[src/rtl/fg_cfg_pkg.sv]
// Shared definitions for the function generator configuration bus:
// register-file geometry, minimum phase hold, FSM encoding and the
// power-on image of CR0..CR6.
package fg_cfg_pkg;

   localparam int NUM_REGS = 7;
   localparam int DATA_W   = 8;
   localparam int ADDR_W   = 3;

   // Target input path is two flops deep, so a phase must last one cycle more.
   localparam int HOLD_MIN = 3;

   // CR0 occupies the most significant byte, CR6 the least significant.
   localparam logic [NUM_REGS*DATA_W-1:0] CR_RESET_IMAGE = 56'h54_05_00_00_00_32_00;

   typedef enum logic [2:0] {
      ST_IDLE    = 3'd0,
      ST_DISABLE = 3'd1,
      ST_SETUP   = 3'd2,
      ST_STROBE  = 3'd3,
      ST_RELEASE = 3'd4,
      ST_FINISH  = 3'd5
   } fg_state_e;

   // Reset value of configuration register idx (0 = CR0).
   function automatic logic [DATA_W-1:0] cr_reset_byte(input int idx);
      logic [NUM_REGS*DATA_W-1:0] shifted;
      shifted = CR_RESET_IMAGE >> ((NUM_REGS - 1 - idx) * DATA_W);
      return shifted[DATA_W-1:0];
   endfunction

endpackage

[src/rtl/fg_hold_timer.sv]
// Loadable down-counter that times one bus phase. It rests at zero once
// expired, and zero_o tells the sequencer that the phase has been held long enough.
module fg_hold_timer #(
   parameter int CNT_W = 2
) (
   input  logic             clk_i,
   input  logic             rst_i,
   input  logic             load_i,
   input  logic [CNT_W-1:0] load_val_i,
   output logic             zero_o
);

   logic [CNT_W-1:0] r_cnt;

   // Reload on phase entry, otherwise count down and stick at zero.
   always_ff @(posedge clk_i) begin
      if (rst_i) begin
         r_cnt <= {CNT_W{1'b0}};
      end else if (load_i) begin
         r_cnt <= load_val_i;
      end else if (r_cnt != {CNT_W{1'b0}}) begin
         r_cnt <= r_cnt - CNT_W'(1);
      end else begin
         r_cnt <= r_cnt;
      end
   end

   assign zero_o = (r_cnt == {CNT_W{1'b0}});

endmodule

[src/rtl/fg_config_writer.sv]
// Host-side sequencer for the function generator configuration bus.
// Disables the generator, writes the masked subset of a latched CR0..CR6
// snapshot in ascending order with setup/strobe/release phases of
// HOLD_CYCLES each, then drives the requested final enable level.
module fg_config_writer #(
   parameter int NUM_REGS    = fg_cfg_pkg::NUM_REGS,
   parameter int DATA_W      = fg_cfg_pkg::DATA_W,
   parameter int ADDR_W      = fg_cfg_pkg::ADDR_W,
   parameter int HOLD_CYCLES = 4
) (
   input  logic                       clk_i,
   input  logic                       rst_i,
   input  logic                       start_i,
   input  logic [NUM_REGS*DATA_W-1:0] cfg_i,
   input  logic [NUM_REGS-1:0]        mask_i,
   input  logic                       enable_after_i,
   output logic                       busy_o,
   output logic                       done_o,
   output logic [DATA_W-1:0]          bus_data_o,
   output logic [ADDR_W-1:0]          bus_addr_o,
   output logic                       bus_wr_n_o,
   output logic                       bus_en_n_o
);

   import fg_cfg_pkg::*;

   localparam int CNT_W = $clog2(HOLD_CYCLES);

   generate
      if (HOLD_CYCLES < HOLD_MIN) begin : g_hold_too_short
         $error("fg_config_writer: HOLD_CYCLES below HOLD_MIN");
      end
   endgenerate

   fg_state_e                  r_state;
   fg_state_e                  w_state_nxt;

   logic [NUM_REGS*DATA_W-1:0] r_cfg;
   logic [NUM_REGS-1:0]        r_mask;
   logic                       r_en_after;

   logic                       r_busy;
   logic                       r_done;
   logic [DATA_W-1:0]          r_data;
   logic [ADDR_W-1:0]          r_addr;
   logic                       r_wr_n;
   logic                       r_en_n;

   logic                       w_busy_nxt;
   logic                       w_done_nxt;
   logic [DATA_W-1:0]          w_data_nxt;
   logic [ADDR_W-1:0]          w_addr_nxt;
   logic                       w_wr_n_nxt;
   logic                       w_en_n_nxt;

   logic                       w_snap;
   logic                       w_load;
   logic                       w_zero;

   logic [ADDR_W:0]            w_search_from;
   logic                       w_nxt_found;
   logic [ADDR_W-1:0]          w_nxt_idx;
   logic [NUM_REGS*DATA_W-1:0] w_cfg_shifted;
   logic [DATA_W-1:0]          w_nxt_byte;

   fg_hold_timer #(
      .CNT_W (CNT_W)
   ) u_hold_timer (
      .clk_i      (clk_i),
      .rst_i      (rst_i),
      .load_i     (w_load),
      .load_val_i (CNT_W'(HOLD_CYCLES - 1)),
      .zero_o     (w_zero)
   );

   // After the disable phase the search starts at CR0, after a release it
   // starts just above the register that was written.
   assign w_search_from = (r_state == ST_RELEASE) ? ({1'b0, r_addr} + (ADDR_W+1)'(1))
                                                  : {(ADDR_W+1){1'b0}};

   // Lowest set mask bit at or above w_search_from; scanning downward lets the lowest hit win.
   always_comb begin
      w_nxt_found = 1'b0;
      w_nxt_idx   = {ADDR_W{1'b0}};
      for (int j = NUM_REGS - 1; j >= 0; j--) begin
         w_nxt_idx   = (r_mask[j] && (j >= int'(w_search_from))) ? ADDR_W'(j) : w_nxt_idx;
         w_nxt_found = w_nxt_found | (r_mask[j] && (j >= int'(w_search_from)));
      end
   end

   // CR0 is the top byte of the image, so register i sits NUM_REGS-1-i bytes up.
   assign w_cfg_shifted = r_cfg >> ((NUM_REGS - 1 - int'(w_nxt_idx)) * DATA_W);
   assign w_nxt_byte    = w_cfg_shifted[DATA_W-1:0];

   // Next state and next registered bus values; bus values only move on phase entry.
   always_comb begin
      w_state_nxt = r_state;
      w_busy_nxt  = r_busy;
      w_done_nxt  = 1'b0;
      w_data_nxt  = r_data;
      w_addr_nxt  = r_addr;
      w_wr_n_nxt  = r_wr_n;
      w_en_n_nxt  = r_en_n;
      w_snap      = 1'b0;
      w_load      = 1'b0;
      case (r_state)
         ST_IDLE: begin
            if (start_i) begin
               w_snap      = 1'b1;
               w_load      = 1'b1;
               w_state_nxt = ST_DISABLE;
               w_busy_nxt  = 1'b1;
               w_en_n_nxt  = 1'b1;
               w_wr_n_nxt  = 1'b1;
            end else begin
               w_busy_nxt  = 1'b0;
            end
         end
         ST_DISABLE, ST_RELEASE: begin
            if (w_zero) begin
               if (w_nxt_found) begin
                  w_load      = 1'b1;
                  w_state_nxt = ST_SETUP;
                  w_addr_nxt  = w_nxt_idx;
                  w_data_nxt  = w_nxt_byte;
                  w_wr_n_nxt  = 1'b1;
               end else begin
                  w_state_nxt = ST_FINISH;
                  w_done_nxt  = 1'b1;
                  w_en_n_nxt  = ~r_en_after;
               end
            end else begin
               w_state_nxt = r_state;
            end
         end
         ST_SETUP: begin
            if (w_zero) begin
               w_load      = 1'b1;
               w_state_nxt = ST_STROBE;
               w_wr_n_nxt  = 1'b0;
            end else begin
               w_state_nxt = r_state;
            end
         end
         ST_STROBE: begin
            if (w_zero) begin
               w_load      = 1'b1;
               w_state_nxt = ST_RELEASE;
               w_wr_n_nxt  = 1'b1;
            end else begin
               w_state_nxt = r_state;
            end
         end
         ST_FINISH: begin
            w_state_nxt = ST_IDLE;
            w_busy_nxt  = 1'b0;
         end
         default: begin
            w_state_nxt = ST_IDLE;
            w_busy_nxt  = 1'b0;
            w_wr_n_nxt  = 1'b1;
            w_en_n_nxt  = 1'b1;
         end
      endcase
   end

   // State register and registered bus outputs; reset abandons any write in flight.
   always_ff @(posedge clk_i) begin
      if (rst_i) begin
         r_state <= ST_IDLE;
         r_busy  <= 1'b0;
         r_done  <= 1'b0;
         r_data  <= {DATA_W{1'b0}};
         r_addr  <= {ADDR_W{1'b0}};
         r_wr_n  <= 1'b1;
         r_en_n  <= 1'b1;
      end else begin
         r_state <= w_state_nxt;
         r_busy  <= w_busy_nxt;
         r_done  <= w_done_nxt;
         r_data  <= w_data_nxt;
         r_addr  <= w_addr_nxt;
         r_wr_n  <= w_wr_n_nxt;
         r_en_n  <= w_en_n_nxt;
      end
   end

   // Request snapshot taken at start acceptance so later input changes are ignored.
   always_ff @(posedge clk_i) begin
      if (rst_i) begin
         r_cfg      <= {(NUM_REGS*DATA_W){1'b0}};
         r_mask     <= {NUM_REGS{1'b0}};
         r_en_after <= 1'b0;
      end else if (w_snap) begin
         r_cfg      <= cfg_i;
         r_mask     <= mask_i;
         r_en_after <= enable_after_i;
      end else begin
         r_cfg      <= r_cfg;
         r_mask     <= r_mask;
         r_en_after <= r_en_after;
      end
   end

   assign busy_o     = r_busy;
   assign done_o     = r_done;
   assign bus_data_o = r_data;
   assign bus_addr_o = r_addr;
   assign bus_wr_n_o = r_wr_n;
   assign bus_en_n_o = r_en_n;

endmodule

[config.mk]
export PLATFORM = sky130hd
export DESIGN_NAME = fg_config_writer
export DESIGN_NICKNAME = d
export VERILOG_FILES = /design/src/rtl/fg_cfg_pkg.sv /design/src/rtl/fg_hold_timer.sv /design/src/rtl/fg_config_writer.sv
export SDC_FILE = /design/constraint.sdc
export NUM_CORES = 1
export LEC_CHECK = 0
export CORE_ASPECT_RATIO = 0.6
export CORE_MARGIN = 4
export CORE_UTILIZATION = 55
export DETAILED_ROUTE_END_ITERATION = 12
export PLACE_DENSITY_LB_ADDON = 0.1
export REMOVE_ABC_BUFFERS = 1
export SLEW_MARGIN = 25
export SYNTH_ARGS = -nofsm -noshare
export SYNTH_HDL_FRONTEND = slang
export SYNTH_SLANG_ARGS = --single-unit
[constraint.sdc]
create_clock -name clk_i -period 5.7 [get_ports clk_i]
set_input_delay 1.14 -clock clk_i [delete_from_list [all_inputs] [get_ports clk_i]]
set_output_delay 1.14 -clock clk_i [all_outputs]
set_load 0.03 [all_outputs]
==> results by group, run 1 <==
Yosys
  – FF+latch count, synth: 84
  – Number of flops mapped to enable cells by yosys: 0
  – Synth Area per Inst: roughly 7.6 sq um
  – Xor/xnor cell area share of the yosys netlist: under 10%
  – Ys async rst share: 0%
  – Number of distinct library cells after synthesis: approximately 50
  – Compound-cell area share of the yosys netlist: between 20% and 30%
  – Yosys warns: 0
  – Seq/Total Area, Yosys: a little over two fifths
  – Post-synthesis mux area share: just over 3%
  – Main combinational cell family by area after synthesis: simple AND/OR/NAND/NOR gates
  – Synth Cell Area: between 0.003 and 0.004 sq mm
  – Adder-cell share of the synthesized area: less than 1%
  – Simple-gate portion of the synthesized area: about 24%
  – Main synth FF type: dfxtp_1
  – Mapped Cells: approximately 510

Clock network
  – Worst-skew pair later-pin latency: around 340 ps
  – Post-cts sizing count: 0
  – Postcts setup bufs: 0
  – Hold_buf cts: 0
  – CTS tree: yes
  – Clock sinks: 84
  – Root Buffer: clkbuf_16
  – Inserted Clock Buffers: 9
  – CTS Buffer Depth: 2
  – # H-tree levels: 3
  – Clock transition at path regs: roughly 60 ps

Floorplan
  – Effective utilization at floorplan: 57.4%
  – Core box area: roughly 0.0068 sq mm
  – Std-Cell Rows: 23
  – Die area: 0.00855 sq mm
  – Die Wd: ~120 um
  – Chip Height: ~73 um
  – Ports: between 80 and 90

Timing
  – Setup_tns: 0 ps
  – Crit share post-route: between 70 and 80%
  – RSZ-0062 raised after global routing: no
  – Rel. slew slack: a little under two fifths
  – Worst Tran Pin Value: between 900 and 1000 ps
  – Shortest period the worst path allows: ~4400 ps
  – Final worst setup slack: between 1000 and 1500 ps
  – Worst Skew: about 4.7 ps
  – WHS: 452 ps
  – Final Max Tran Viols: 0
  – FMAX: 0.227 GHz
  – Final Hold Fails: 0
  – Final setup fails: 0

Power
  – Cell Int Power: 0.00138 W
  – Worst VDD drop: around 230 uV
  – Switch Pwr: between 0.0008 and 0.0009 W
  – Gate power share: around 39%
  – Clock share of power: between 20% and 30%
  – Pwr/cell area: around 450 mW/mm^2
  – LEAKAGE: around 1.8 nW
  – Sequential share of power: 35.0%
  – Sw Ratio: approximately two fifths
  – Tot Pwr: 0.00224 W

Outcome
  – Outcome: complete, no violations

Setup path
  – R2R cell count: 11
  – Arrival time at the worst endpoint: between 4000 and 5000 ps
  – Critical path's largest stage delay: about 760 ps
  – Crit Path Class: reg -> reg
  – Slack of the worst reg-to-reg path: around 1300 ps
  – Crit-path cells: or3b_4, o31ai_1, a32oi_1, o21ai_2, nand2_1, inv_2, ha_1, xor2_1, nand3_1, and4_1, o32ai_2
  – RR Endpoint: bus_data_o[7]$_SDFFE_PP0P_
  – Worst path required time: 5960 ps
  – Critical-path maximum fanout: 15
  – Crit end category: register
  – FF-to-FF Start: r_state[2]$_SDFFE_PP0P_
  – Slowest-stage cell, CP: xor2_1
  – Crit start category: register

Routing
  – DR pass1 iterations: 5
  – Final ANT Viol Nets: 0
  – Vias per cell: 5.75
  – Drt wl/cell: around 16 um
  – Via count: about 3800
  – Drc violations: 0
  – DR iter-0 viols: between 500 and 600
  – WL final: about 11 mm

Global route
  – Routing usage on met3: 7.54%
  – Initial antenna violation count: 0
  – Global-route wire length before repair: between 15 and 20 mm
  – Total GRT Usage: between 20% and 30%
  – Largest net degree at the start of global routing: slightly above 80
  – Met2 usage: between 30% and 40%
  – GRT busiest layer: met2
  – GR Overflow Total: 0
  – Grt met1 use: 35.4%
  – Vias in the first global route: 3506

Cells and area
  – Commonest cells after routing, fill and taps aside: 138 x nand2_1, 84 x a21oi_1, 84 x dfxtp_1
  – Antenna diode count: 0
  – Layout area overhead: 28.3%
  – Cell Count, Final, Fillers Out: around 660
  – Layout Nets: 640
  – Layout cells sized above 1: 6.10%
  – Most common cell after layout, fill and taps aside: nand2_1
  – FILL cells: 521

Hold path
  – Worst Hold Depth: 2
  – Hold path start: r_cfg[29]$_SDFFE_PP0P_
  – Worst Hold Class: reg -> reg
  – Hold endpoint: r_cfg[29]$_SDFFE_PP0P_

Place
  – IO buf count: between 80 and 90
  – Placed insts: 646
  – Post-DP HPWL: 7.20 mm
  – Dpl ws: about 1300 ps
  – Gp weighted congestion: between 0.8 and 0.9

Run
  – Max Cap Violations: 0
worst max-delay path by stage:
stage / startpoint / endpoint / slack (ps) / cells past startpoint
5_1_grt: r_state[2]$_SDFFE_PP0P_ / bus_data_o[7]$_SDFFE_PP0P_ / 1170 / 11
3_3_place_gp: r_state[2]$_SDFFE_PP0P_ / bus_data_o[0]$_SDFFE_PP0P_ / 1630 / 10
3_5_place_dp: r_state[2]$_SDFFE_PP0P_ / bus_data_o[4]$_SDFFE_PP0P_ / 1290 / 10
2_1_floorplan: bus_addr_o[0]$_SDFFE_PP0P_ / bus_data_o[0]$_SDFFE_PP0P_ / 2100 / 11
4_1_cts: r_state[2]$_SDFFE_PP0P_ / bus_data_o[4]$_SDFFE_PP0P_ / 1170 / 10
6_report: r_state[2]$_SDFFE_PP0P_ / bus_data_o[7]$_SDFFE_PP0P_ / 1300 / 11
area by class of cell:
cell class	count	area, sq um	area share, %
clock buffers	14	274	5.48
well taps	87	109	2.18
repair buffers	82	813	16.3
multi-input cells	379	2040	40.8
flip-flops and latches	84	1680	33.6
inverters	14	52.6	1.05
clock inverters	1	30.0	0.600
metal layers:
layer  wire length, um  up-vias
li1                  -     1875
met1              5250     1742
met2              4390      163
met3               988       18
met4               158        0
met5                 0        -
logic make-up after synthesis:
group | Yosys count
flops | 84
xor+xnor | 5
buf+inv | 50
mux | 11
compound gates | 145
simple gates | 215
fa+ha+maj | 3
sequential cells by signal (all words and copies together), names as in the netlist, 2 cells and up:
register,count
bus_addr_o,3
bus_data_o,8
r_cfg,56
r_mask,7
r_state,3
u_hold_timer.r_cnt,2
power by group through the flow:
| stage | Clock (W) | Sequential, W | Combinational (W) |
|---|---|---|---|
| 2_1_floorplan | 0 | 0.000783 | 0.000571 |
| 3_3_place_gp | 0 | 0.000789 | 0.000802 |
| 3_5_place_dp | 0 | 0.000789 | 0.000837 |
| 4_1_cts | 0.000598 | 0.000780 | 0.000852 |
| 5_1_grt | 0.000621 | 0.000794 | 0.000953 |
| 6_report | 0.000592 | 0.000785 | 0.000866 |
worst max-delay path: cells and delay by family (launching register included):
kind,cells,cell delay (ps)
AND/OR/NAND/NOR,4,1220
XOR/XNOR,1,760
flip-flops,1,640
buffers and inverters,1,250
adder cells (fa/ha/maj),1,260
AO/OA/AOI/OAI,4,1200
synthesized netlist by cell type, types with 2 or more instances:
cell	n	area, sq um
a21o_1	2	15.0
clkbuf_1	31	116
nor3_1	2	10.0
nor2_1	16	60.1
o32ai_1	7	61.3
and2_1	4	25.0
xnor2_1	2	17.5
a31oi_1	4	25.0
mux2i_1	4	40.0
ha_1	3	37.5
o21ai_0	19	95.1
o22ai_1	2	12.5
inv_1	13	48.8
nand3_1	23	115
nor2b_1	4	25.0
buf_1	4	15.0
or3_1	3	18.8
mux2_2	7	78.8
a21boi_0	3	22.5
a221oi_1	7	61.3
o31ai_1	2	15.0
nand2_1	139	522
a21oi_1	85	425
nand2b_1	13	81.3
o21a_1	3	22.5
dfxtp_1	84	1680
and3_1	2	12.5
xor2_1	2	17.5
through the flow:
| stage | util, % | cell area [sq um] |
|---|---|---|
| floorplan | - | 3760 |
| global placement | 69.0 | 4690 |
| detailed placement | 69.1 | 4690 |
| CTS | 73.6 | 5000 |
| global route | 73.7 | 5000 |
| finish | 73.7 | 5000 |
No activity file was read; power rests on OpenSTA's default activity.
==> run 2: changes to the inputs <==
--- a/config.mk
+++ b/config.mk
@@ -7,7 +7,7 @@
 export LEC_CHECK = 0
 export CORE_ASPECT_RATIO = 0.6
 export CORE_MARGIN = 4
-export CORE_UTILIZATION = 55
+export CORE_UTILIZATION = 51
 export DETAILED_ROUTE_END_ITERATION = 12
 export PLACE_DENSITY_LB_ADDON = 0.1
 export REMOVE_ABC_BUFFERS = 1
==> constraint.sdc (replaced) <==
create_clock -name clk_i -period 4.2 [get_ports clk_i]
set_input_delay 0.84 -clock clk_i [delete_from_list [all_inputs] [get_ports clk_i]]
set_output_delay 0.84 -clock clk_i [all_outputs]
set_load 0.03 [all_outputs]
==> run 2 against run 1 <==
Against the previous run:
- sequential share of layout area down 0.47 points
- register-to-register slack worse by 840 ps
- critical path depth is 1 higher
- global-route usage decreased by 1.6 points
- non-clock buffer count rose by 4
- sequential power increased by 36%
- flip-flop and latch count stayed put
- power is 39% higher
- final area increased by 1.4%
- critical path type unchanged
- largest cell class unchanged
==> results by group, run 2 (synthesized netlist as in run 1, its figures left out) <==
Floorplan
  – Chip Height: about 76 um
  – Die area: 0.00916 sq mm
  – Std-Cell Rows: 24
  – Core box area: ~0.0074 sq mm
  – Effective utilization at floorplan: 53.0%
  – Ports: 82
  – Die Wd: between 100 and 150 um

Timing
  – Final setup fails: 0
  – RSZ-0062 raised after global routing: no
  – Crit share post-route: between 80% and 90%
  – Rel. slew slack: a little under 50%
  – Worst Tran Pin Value: ~760 ps
  – Final Hold Fails: 0
  – FMAX: around 0.27 GHz
  – Final worst setup slack: between 400 and 500 ps
  – Worst Skew: approximately 7.6 ps
  – Setup_tns: 0 ps
  – Shortest period the worst path allows: 3740 ps
  – Final Max Tran Viols: 0

Run
  – Max Cap Violations: 0

Clock network
  – Root Buffer: clkbuf_16
  – Clock transition at path regs: 60 ps
  – CTS tree: yes
  – # H-tree levels: 3
  – Clock sinks: 84
  – CTS Buffer Depth: 2
  – Worst-skew pair later-pin latency: 340 ps
  – Inserted Clock Buffers: 9

Routing
  – DR iter-0 viols: ~410
  – Drt wl/cell: approximately 16 um
  – Final ANT Viol Nets: 0
  – Drc violations: 0
  – Vias per cell: approximately 5.5
  – WL final: about 11 mm
  – DR pass1 iterations: 6
  – Via count: 3774

Place
  – Dpl ws: roughly 460 ps
  – Post-DP HPWL: ~7.6 mm
  – Placed cell area: 0.00475 sq mm
  – Gp weighted congestion: 0.924
  – IO buf count: 81

Setup path
  – Slack of the worst reg-to-reg path: around 460 ps
  – Slowest-stage cell, CP: dfxtp_1
  – Arrival time at the worst endpoint: ~4000 ps
  – Crit Path Class: reg -> reg
  – RR Endpoint: bus_data_o[7]$_SDFFE_PP0P_
  – CP Capture Point: bus_data_o[7]$_SDFFE_PP0P_
  – Crit-path cells: nor3b_2, nand3_1, a32oi_1, o21ai_2, nand2_1, inv_2, ha_2, xor2_1, buf_4, or3_1, and4_1, o32ai_2
  – Crit start category: register
  – FF-to-FF Start: r_state[2]$_SDFFE_PP0P_
  – Critical-path maximum fanout: 15
  – Critical path's largest stage delay: between 600 and 700 ps
  – Crit path from: r_state[2]$_SDFFE_PP0P_
  – R2R cell count: 12
  – Worst path required time: roughly 4500 ps
  – Crit end category: register

Cells and area
  – Layout area overhead: 30.1%
  – Core Util, Final: about 69%
  – Antenna diode count: 0
  – Largest register FFs: between 50 and 60
  – Largest Register: r_cfg
  – Commonest cells after routing, fill and taps aside: 138 x nand2_1, 85 x a21oi_1, 84 x dfxtp_1
  – Layout Nets: ~640
  – Final instance area: slightly above 0.005 sq mm
  – Most common cell after layout, fill and taps aside: nand2_1
  – Layout cells sized above 1: 7.08%

Global route
  – Largest net degree at the start of global routing: 67
  – GR Overflow Total: 0
  – Global-route wire length before repair: 17.0 mm
  – Initial antenna violation count: 0
  – Vias in the first global route: around 3300
  – Total GRT Usage: roughly a quarter

Hold path
  – Worst Hold Class: reg -> reg

Power
  – Worst VDD drop: approximately 310 uV
  – Tot Pwr: ~0.0031 W
  – Pwr/cell area: a little over 600 mW/mm^2
  – LEAKAGE: about 1.8 nW

Outcome
  – Outcome: complete, no violations
-- run 2: cell types whose count changed in the layout (fill, tap and decap cells not counted) --
cell	before	now
and2_4	1	0
clkbuf_1	2	1
ha_2	0	1
buf_4	1	5
clkbuf_8	3	1
and2_2	0	1
inv_6	0	1
ha_1	3	2
clkinvlp_4	0	2
a21oi_1	84	85
bufinv_16	1	2
a21oi_2	1	0
-- run 2: report_power, final --
part           leakage (nW)  total [W]  internal, W  switching, W
clock                 0.152   0.000858     0.000539      0.000319
sequential            0.687    0.00107     0.000940      0.000129
combinational         0.999    0.00119     0.000449      0.000737
total                  1.84    0.00311      0.00193       0.00118
-- run 2: final cells by class --
cell class | count | area (sq um)
timing repair buffer | 86 | 843
multi-input combinational | 379 | 2040
clock inverter | 5 | 83.8
tap | 104 | 130
clock buffer | 11 | 243
sequential | 84 | 1680
inverter | 14 | 52.6
fill | 623 | 2280
-- run 2: worst max-delay path, delay by kind of cell (launching register included) --
kind	cells	cell delay, ps
and+or+nand+nor	5	1570
AOI/OAI and AO/OA	3	700
DFF	1	630
buffers and inverters	2	360
adders and majority gates	1	230
xor gates and xnor gates	1	160
-- run 2: worst min-delay path by stage --
stage | start | to | slack, ps | cells after the start
CTS | r_cfg[43]$_SDFFE_PP0P_ | r_cfg[43]$_SDFFE_PP0P_ | 450 | 2
finish | r_cfg[43]$_SDFFE_PP0P_ | r_cfg[43]$_SDFFE_PP0P_ | 450 | 2
global route | r_cfg[36]$_SDFFE_PP0P_ | r_cfg[36]$_SDFFE_PP0P_ | 470 | 2
floorplan | r_cfg[16]$_SDFFE_PP0P_ | r_cfg[16]$_SDFFE_PP0P_ | 430 | 2
global placement | r_cfg[43]$_SDFFE_PP0P_ | r_cfg[43]$_SDFFE_PP0P_ | 440 | 2
detailed placement | r_cfg[43]$_SDFFE_PP0P_ | r_cfg[43]$_SDFFE_PP0P_ | 440 | 2
-- run 2: metal layers --
layer | vias to the layer above | part of all wire (%) | track usage, %
li1 | 1892 | - | -
met1 | 1732 | 51 | 36.0
met2 | 139 | 41 | 33.5
met3 | 11 | 7.4 | 6.45
met4 | 0 | 0.92 | 5.65
met5 | - | 0 | 0
-- run 2: timing repair --
| action | in CTS | in global routing |
|---|---|---|
| gates resized for setup | 0 | 1 |
| setup buffers | 0 | 0 |
| hold buffers | 0 | 0 |
| endpoints found under the setup margin | 0 | 3 |
-- run 2: through the flow --
stage	instances	hold WS [ps]
global route	683	470
detailed placement	667	443
CTS	683	451
global placement	667	440
floorplan	477	425
finish	683	451
==> run 3: changes to the inputs <==
--- a/config.mk
+++ b/config.mk
@@ -11,6 +11,7 @@
 export DETAILED_ROUTE_END_ITERATION = 12
 export PLACE_DENSITY_LB_ADDON = 0.1
 export REMOVE_ABC_BUFFERS = 1
+export SETUP_SLACK_MARGIN = 0.2
 export SLEW_MARGIN = 25
 export SYNTH_ARGS = -nofsm -noshare
 export SYNTH_HDL_FRONTEND = slang
==> run 3 against run 2 <==
Against the previous run:
- sequential power hardly changed
- largest cell class unchanged
- power is essentially flat
- clock skew down 1.2 ps
- register-to-register slack improved by 70 ps
- core utilization rose by 0.085 points
- worst setup slack improved by 65 ps
- final area up 0.12%
- count of clock-buffer cells in the layout did not move
- maximum frequency increased by 1.8%
- via count fell by 0.24%
- clock power barely moved
==> results by group, run 3 (synthesized netlist as in run 1, its figures left out) <==
Floorplan
  – Ports: 82
  – Chip Height: between 70 and 80 um
  – Std-Cell Rows: 24
  – Effective utilization at floorplan: between 50 and 60%
  – Die area: 0.00916 sq mm
  – Core box area: ~0.0074 sq mm
  – Die Wd: 121 um

Hold path
  – Worst Hold Class: reg -> reg

Timing
  – Rel. slew slack: about 49%
  – Final Hold Fails: 0
  – Final Max Tran Viols: 0
  – Worst Skew: 6.48 ps
  – FMAX: 0.272 GHz
  – Final setup fails: 0
  – Worst Tran Pin Value: 766 ps
  – Setup_tns: 0 ps
  – Shortest period the worst path allows: between 3000 and 4000 ps
  – Final worst setup slack: roughly 520 ps
  – RSZ-0062 raised after global routing: no
  – Crit share post-route: between 80% and 90%

Clock network
  – Inserted Clock Buffers: 9
  – CTS tree: yes
  – # H-tree levels: 3
  – Worst-skew pair later-pin latency: around 340 ps
  – Clock sinks: 84
  – Clock transition at path regs: approximately 60 ps
  – Postcts setup bufs: 0
  – Post-cts sizing count: 0
  – Root Buffer: clkbuf_16
  – CTS Buffer Depth: 2
  – Hold_buf cts: 0

Cells and area
  – Layout Nets: approximately 640
  – Antenna diode count: 0
  – FILL cells: 621
  – Most common cell after layout, fill and taps aside: nand2_1
  – Area of the multi-input gates: ~0.0020 sq mm
  – Core Util, Final: between 60% and 70%
  – Largest Register: r_cfg
  – Layout cells sized above 1: around 7%
  – Commonest cells after routing, fill and taps aside: 138 x nand2_1, 85 x a21oi_1, 84 x dfxtp_1
  – Register area: 0.00168 sq mm
  – Layout area overhead: 30.3%
  – Largest register FFs: 56

Setup path
  – Crit Path Class: reg -> reg
  – Crit start category: register
  – Crit end category: register
  – Critical-path maximum fanout: 12
  – Worst path required time: between 4000 and 5000 ps
  – Arrival time at the worst endpoint: around 3900 ps

Power
  – Pwr/cell area: a little over 600 mW/mm^2
  – Worst VDD drop: 315 uV
  – LEAKAGE: between 1.5 and 2 nW

Global route
  – GR Overflow Total: 0
  – Global-route wire length before repair: 17.0 mm
  – Largest net degree at the start of global routing: 67
  – Vias in the first global route: between 3000 and 4000
  – Total GRT Usage: about a quarter
  – Initial antenna violation count: 0

Routing
  – Final ANT Viol Nets: 0
  – Vias per cell: ~5.5
  – Drc violations: 0
  – DR iter-0 viols: between 300 and 400
  – DR pass1 iterations: 5
  – WL final: between 10 and 15 mm
  – Drt wl/cell: 15.6 um
  – Via count: ~3800

Place
  – Dpl ws: 458 ps
  – Post-DP HPWL: roughly 7.6 mm
  – Gp weighted congestion: 0.924
  – IO buf count: 81

Run
  – Max Cap Violations: 0

Outcome
  – Outcome: complete, no violations
[run 3: worst max-delay path, stage by stage (launching register included)]
cell and delay [ps]:
dfxtp_1 510, ha_1 350, xor2_1 250, nand3_1 180, a32oi_1 340, o21ai_2 100
nand2_1 290, inv_2 160, ha_2 230, xor2_1 160, buf_4 200, or3_1 370
and4_1 190, o32ai_2 250
[run 3: report_power, final]
| group | internal, W | switching [W] | total [W] | leakage (nW) |
|---|---|---|---|---|
| sequential | 0.000940 | 0.000131 | 0.00107 | 0.687 |
| clock | 0.000539 | 0.000319 | 0.000858 | 0.152 |
| combinational | 0.000450 | 0.000734 | 0.00118 | 0.998 |
| total | 0.00193 | 0.00118 | 0.00311 | 1.84 |
[run 3: layout make-up]
type / instances / share of cell area, %
Clock inverter: 5 / 1.65
Timing Repair Buffer: 86 / 16.6
Sequential cell: 84 / 33.1
Multi-Input combinational cell: 379 / 40.3
Inverter: 14 / 1.03
Clock buffer: 11 / 4.78
Tap cell: 104 / 2.56
[run 3: per-layer routing]
metal / vias up / track usage [%] / share of wire (%)
met2: 132 / 33.5 / 41
met5: - / 0 / 0
met1: 1734 / 36.0 / 50
met3: 11 / 6.45 / 7.8
met4: 0 / 5.65 / 0.96
li1: 1888 / - / -
[run 3: path summary, 6_finish.rpt]
kind	start	to	slack, ps	depth (start not counted)
max	bus_addr_o[0]$_SDFFE_PP0P_	bus_data_o[7]$_SDFFE_PP0P_	520	13
min	r_cfg[43]$_SDFFE_PP0P_	r_cfg[43]$_SDFFE_PP0P_	450	2
max reg2reg	bus_addr_o[0]$_SDFFE_PP0P_	bus_data_o[7]$_SDFFE_PP0P_	520	13
min reg2reg	r_cfg[43]$_SDFFE_PP0P_	r_cfg[43]$_SDFFE_PP0P_	450	2
[run 3: metrics by stage]
step                std cells  hold WS, ps  cell area (sq um)  total power [W]
CTS                       683          451               5070          0.00311
detailed placement        667          443               4750          0.00224
global route              683          470               5080          0.00331
floorplan                 477          425               3760          0.00184
finish                    683          451               5080          0.00311
global placement          667          440               4740          0.00220
